$ cat config.mk
export PLATFORM = sky130hd
export DESIGN_NAME = hazard_ctrl
export DESIGN_NICKNAME = d
export VERILOG_FILES = /design/src/rtl/hazard_ctrl.sv
export SDC_FILE = /design/constraint.sdc
export NUM_CORES = 1
export LEC_CHECK = 0
export ABC_CLOCK_PERIOD_IN_PS = 1700
export BUFFER_PORTS_ARGS = -buffer_cell sky130_fd_sc_hd__buf_2
export CORE_MARGIN = 1
export CORE_UTILIZATION = 38
export DETAILED_ROUTE_END_ITERATION = 6
export GPL_ROUTABILITY_DRIVEN = 0
export PLACE_DENSITY = 0.78
export SYNTH_ARGS = -nofsm -noshare
export SYNTH_HDL_FRONTEND = slang
export SYNTH_SLANG_ARGS = --single-unit
export TNS_END_PERCENT = 10
$ cat constraint.sdc
create_clock -name clk -period 1.7 [get_ports clk]
set_clock_uncertainty 0.05 [all_clocks]
set_input_delay 0.17 -clock clk [delete_from_list [all_inputs] [get_ports clk]]
set_output_delay 0.17 -clock clk [all_outputs]
set_load 0.005 [all_outputs]
$ cat src/rtl/hazard_ctrl.sv
// Load-use hazard controller with multi-cycle stall FSM and EX-stage forwarding selects.
// Define HAZARD_STATS_EN to add saturating stall/hazard statistics counters.
module hazard_ctrl #(
  parameter int REG_W    = 5,
  parameter int LOAD_LAT = 1,
  parameter int STAT_W   = 32
) (
  input  logic             clk,
  input  logic             rst,
  input  logic             flush,
  input  logic [REG_W-1:0] id_rs,
  input  logic [REG_W-1:0] id_rt,
  input  logic             id_use_rs,
  input  logic             id_use_rt,
  input  logic             ex_mem_read,
  input  logic             ex_reg_write,
  input  logic [REG_W-1:0] ex_wnum,
  input  logic [REG_W-1:0] ex_rs,
  input  logic [REG_W-1:0] ex_rt,
  input  logic             mem_reg_write,
  input  logic [REG_W-1:0] mem_wnum,
  input  logic             wb_reg_write,
  input  logic [REG_W-1:0] wb_wnum,
  output logic             stall_if_id,
  output logic             bubble_id_ex,
  output logic [1:0]       fwd_a,
  output logic [1:0]       fwd_b,
  output logic             busy
`ifdef HAZARD_STATS_EN
  ,
  output logic [STAT_W-1:0] stall_cycles,
  output logic [STAT_W-1:0] load_use_events
`endif
);

  if (LOAD_LAT < 1 || LOAD_LAT > 15 || STAT_W < 1) begin : g_bad_param
    $error("hazard_ctrl: LOAD_LAT must be 1..15 and STAT_W >= 1");
  end

  typedef enum logic {S_IDLE, S_WAIT} state_e;

  state_e     state_q, state_d;
  logic [3:0] cnt_q, cnt_d;
  logic       hz;

  always_comb begin
    hz = ex_mem_read & ex_reg_write & (ex_wnum != '0) &
         ((id_use_rs & (id_rs == ex_wnum)) | (id_use_rt & (id_rt == ex_wnum)));
  end

  // flush overrides everything: squash ID/EX but do not hold the front end
  always_comb begin
    state_d      = state_q;
    cnt_d        = cnt_q;
    stall_if_id  = 1'b0;
    bubble_id_ex = 1'b0;
    if (flush) begin
      bubble_id_ex = 1'b1;
      state_d      = S_IDLE;
      cnt_d        = 4'd0;
    end else begin
      case (state_q)
        S_IDLE: begin
          stall_if_id  = hz;
          bubble_id_ex = hz;
          if (hz && (LOAD_LAT > 1)) begin
            state_d = S_WAIT;
            cnt_d   = 4'(LOAD_LAT - 1);
          end
        end
        S_WAIT: begin
          stall_if_id  = 1'b1;
          bubble_id_ex = 1'b1;
          cnt_d        = cnt_q - 4'd1;
          if (cnt_q == 4'd1) state_d = S_IDLE;
        end
        default: begin
          state_d = S_IDLE;
          cnt_d   = 4'd0;
        end
      endcase
    end
  end

  always_ff @(posedge clk) begin
    if (rst) begin
      state_q <= S_IDLE;
      cnt_q   <= 4'd0;
    end else begin
      state_q <= state_d;
      cnt_q   <= cnt_d;
    end
  end

  assign busy = (state_q == S_WAIT);

  // MEM/WB forwarding; MEM is younger so it wins, and $0 is never forwarded
  always_comb begin
    fwd_a = 2'b00;
    fwd_b = 2'b00;
    if (mem_reg_write && (mem_wnum != '0) && (mem_wnum == ex_rs))
      fwd_a = 2'b01;
    else if (wb_reg_write && (wb_wnum != '0) && (wb_wnum == ex_rs))
      fwd_a = 2'b10;
    if (mem_reg_write && (mem_wnum != '0) && (mem_wnum == ex_rt))
      fwd_b = 2'b01;
    else if (wb_reg_write && (wb_wnum != '0) && (wb_wnum == ex_rt))
      fwd_b = 2'b10;
  end

`ifdef HAZARD_STATS_EN
  localparam logic [STAT_W-1:0] STAT_ONE = {{(STAT_W-1){1'b0}}, 1'b1};

  logic [STAT_W-1:0] stall_cnt_q, stall_cnt_d;
  logic [STAT_W-1:0] event_cnt_q, event_cnt_d;

  always_comb begin
    stall_cnt_d = stall_cnt_q;
    event_cnt_d = event_cnt_q;
    if (stall_if_id && (stall_cnt_q != '1))
      stall_cnt_d = stall_cnt_q + STAT_ONE;
    if ((state_q == S_IDLE) && hz && !flush && (event_cnt_q != '1))
      event_cnt_d = event_cnt_q + STAT_ONE;
  end

  always_ff @(posedge clk) begin
    if (rst) begin
      stall_cnt_q <= '0;
      event_cnt_q <= '0;
    end else begin
      stall_cnt_q <= stall_cnt_d;
      event_cnt_q <= event_cnt_d;
    end
  end

  assign stall_cycles    = stall_cnt_q;
  assign load_use_events = event_cnt_q;
`endif

endmodule

==> qor.yml <==
critical_path:
  cp-start-kind: "input port"
  critical_path_arrival_ns: 1.42
  required_ns: 1.48
  crit_family: "simple AND/OR/NAND/NOR gates"
  end_kind: "output port"
  slowest_stage: "or4_4"
  cp_cell_sequence: "buf_2 > or4_1 > o21ai_1 > or4_4 > nor4_2 > buf_2"
  cp_slowest_stage_delay_ns: 0.54
  path_class: "input port to output port"
  path_buf_inv: 2
  cpMostUsedCell: "buf_2"
  path_max_fanout: 3
floorplanning:
  start_util_pct: 41.5
  die_width_microns: 43.0
  coreArea_sq_mm: 0.00154
  die_area_sq_mm: 0.00185
  num_rows: 14
  io_pins: 51
  die_h_microns: 43.0
global_route:
  grt_use_total_pct: 18.9
  grt_pass1_vias: 677
  grt_pass1_wl_mm: 2.70
  antenna_found_initial: 0
  grt_max_degree: 9
  overflow: 0
sta:
  drv_slew: 0
  setup_tns_ns: 0
  setup_viol: 0
  rsz0062_at_grt: "no"
  fmax_mhz: 610
  relSlewSlack_pct: 75.6
  fin_crit_ns: 1.64
  tightest_slew_ns: 0.357
  hold_viol: 0
  final.period_utilization_pct: 96.5
clock_tree:
  clock_path_buffers: 2
  postCtsHoldBufs: 0
  clock_latency_ns: 0.24
  cts_buffers: 3
  cts_tree: "yes"
  clock-sinks: 5
  htree_num_levels: 1
  clockRootBuffer: "clkbuf_4"
  path_clk_slew_ns: 0.04
routing:
  drtPass1Iterations: 4
  final_antenna_net_count: 0
  routed_via_density: 5.21
  routed_wirelength_mm: 1.67
  drcViolationCount: 0
  drt_iter0_drc: 5
  wire_per_inst_microns: 11.5
  via_count: 760
logic_synthesis:
  avgSynthCellArea_sq_um: 8.41
  yosysWarnings: 0
  syn-num-nets: 122
  yosysSeqAreaShare_pct: 15.7
  synth_cell_type_count: 21
  synth-seq-cells: 5
  syn_area_sq_um: 639
  syn_inst: 76
status:
  status: "finished, final reports clean"
placement:
  io_buffers: 50
  dpl.hpwl_mm: 1.42
finish:
  utilization_pct: 62.8
  syn2layout_area_growth_pct: 51.5
  fin_nets: 177
  antennaDiodeCount: 0
  drive_above_1_share_pct: 46.9
flow_run:
  drv_cap: 0
pwr:
  power_density_mw_per_mm2: 432
  p_leak_nw: 0.429
  ir_drop_uv: 266
worst_hold_path:
  hp-class: "input port to register"
==> through the flow <==
step	worst slack [ns]	area [sq um]	instances	hold WS [ns]	total power, mW
finish	0.0595	968	146	0.105	0.419
global placement	0.0562	910	142	0.354	0.271
detailed placement	0.0112	910	142	0.355	0.275
floorplan	0.286	639	76	0.197	0.186
global route	0.00645	968	146	0.0982	0.455
CTS	0.0112	936	146	0.0996	0.418
==> routing by layer <==
layer	vias up	part of all wire, %	global-route usage, %
met3	0	9.3	5.53
met1	336	42	19.4
met2	43	49	36.7
met5	-	0	0
li1	381	-	-
met4	0	0	4.24
==> power breakdown <==
group / total [mW] / switching [mW] / internal, mW
clock network: 0.135 / 0.0469 / 0.0886
registers: 0.118 / 0 / 0.118
logic: 0.166 / 0.0802 / 0.0854
total: 0.419 / 0.127 / 0.292
==> synth_stat cells, drive strengths merged <==
cell type / count / share of area (%)
xnor2: 10 / 14
dfxtp: 5 / 16
o22ai: 1 / 0.98
a2111oi: 2 / 2.7
or4: 4 / 5.3
xor2: 23 / 32
inv: 3 / 1.8
ha: 2 / 3.9
nand4b: 1 / 1.4
and2: 1 / 0.98
nor2: 4 / 2.3
a32oi: 1 / 1.4
nor3: 4 / 3.1
nor4: 7 / 8.8
nand2: 2 / 1.2
o21ai: 3 / 2.9
nand3: 3 / 2.3
==> area by class of cell <==
cell class	count	area [sq um]
flip-flops and latches	5	100
fillers	135	573
multi-input cells	68	556
well taps	16	20.0
inverters	3	11.3
clock buffers	4	26.3
repair buffers	50	255
==> final timing paths <==
kind / from / endpoint / slack [ns] / cells past startpoint
hold reg to reg: cnt_q[1] / cnt_q[1] / 0.46 / 2
setup / recovery: wb_wnum[2] / fwd_a[1] / 0.06 / 6
hold / removal: rst / cnt_q[0] / 0.10 / 2
setup reg to reg: cnt_q[0] / cnt_q[1] / 0.41 / 3
==> layout by cell type (no fill, tap or decap), drive strengths merged, types with 4 or more instances in the layout <==
| cell | netlist | layout |
|---|---|---|
| buf | 0 | 50 |
| xnor2 | 10 | 10 |
| nor4 | 7 | 7 |
| nor3 | 4 | 4 |
| clkbuf | 0 | 4 |
| or4 | 4 | 4 |
| dfxtp | 5 | 5 |
| nor2 | 4 | 4 |
| xor2 | 23 | 23 |
==> worst register-to-register path: cells and delay by family, from the launching register on <==
family / cells / cell delay [ns]
AO/OA/AOI/OAI: 1 / 0.38
flip-flops: 1 / 0.39
adder cells (fa/ha/maj): 1 / 0.28
buffers and inverters: 1 / 0.06
==> flip-flops by register name, summed over array words and instances (netlist names) <==
| name | count |
|---|---|
| cnt_q | 4 |
| busy | 1 |
==> cells by family (layout without fill, tap and decap cells) <==
group,count (synthesis),in the layout,synth area share (%)
compound gates,7,7,8.02
fa+ha+maj,2,2,3.91
flops,5,5,15.7
xor+xnor,33,33,45.2
buf+inv,3,57,1.76
simple gates,26,26,25.4
==> what timing repair did <==
action | 4_1_cts | 5_1_grt
endpoints found under the setup margin | 0 | 2
hold endpoints to repair | 0 | 0
resized for setup | 0 | 7
buffers inserted | 0 | 1
Note: power is estimated with default switching activity, not from simulation.
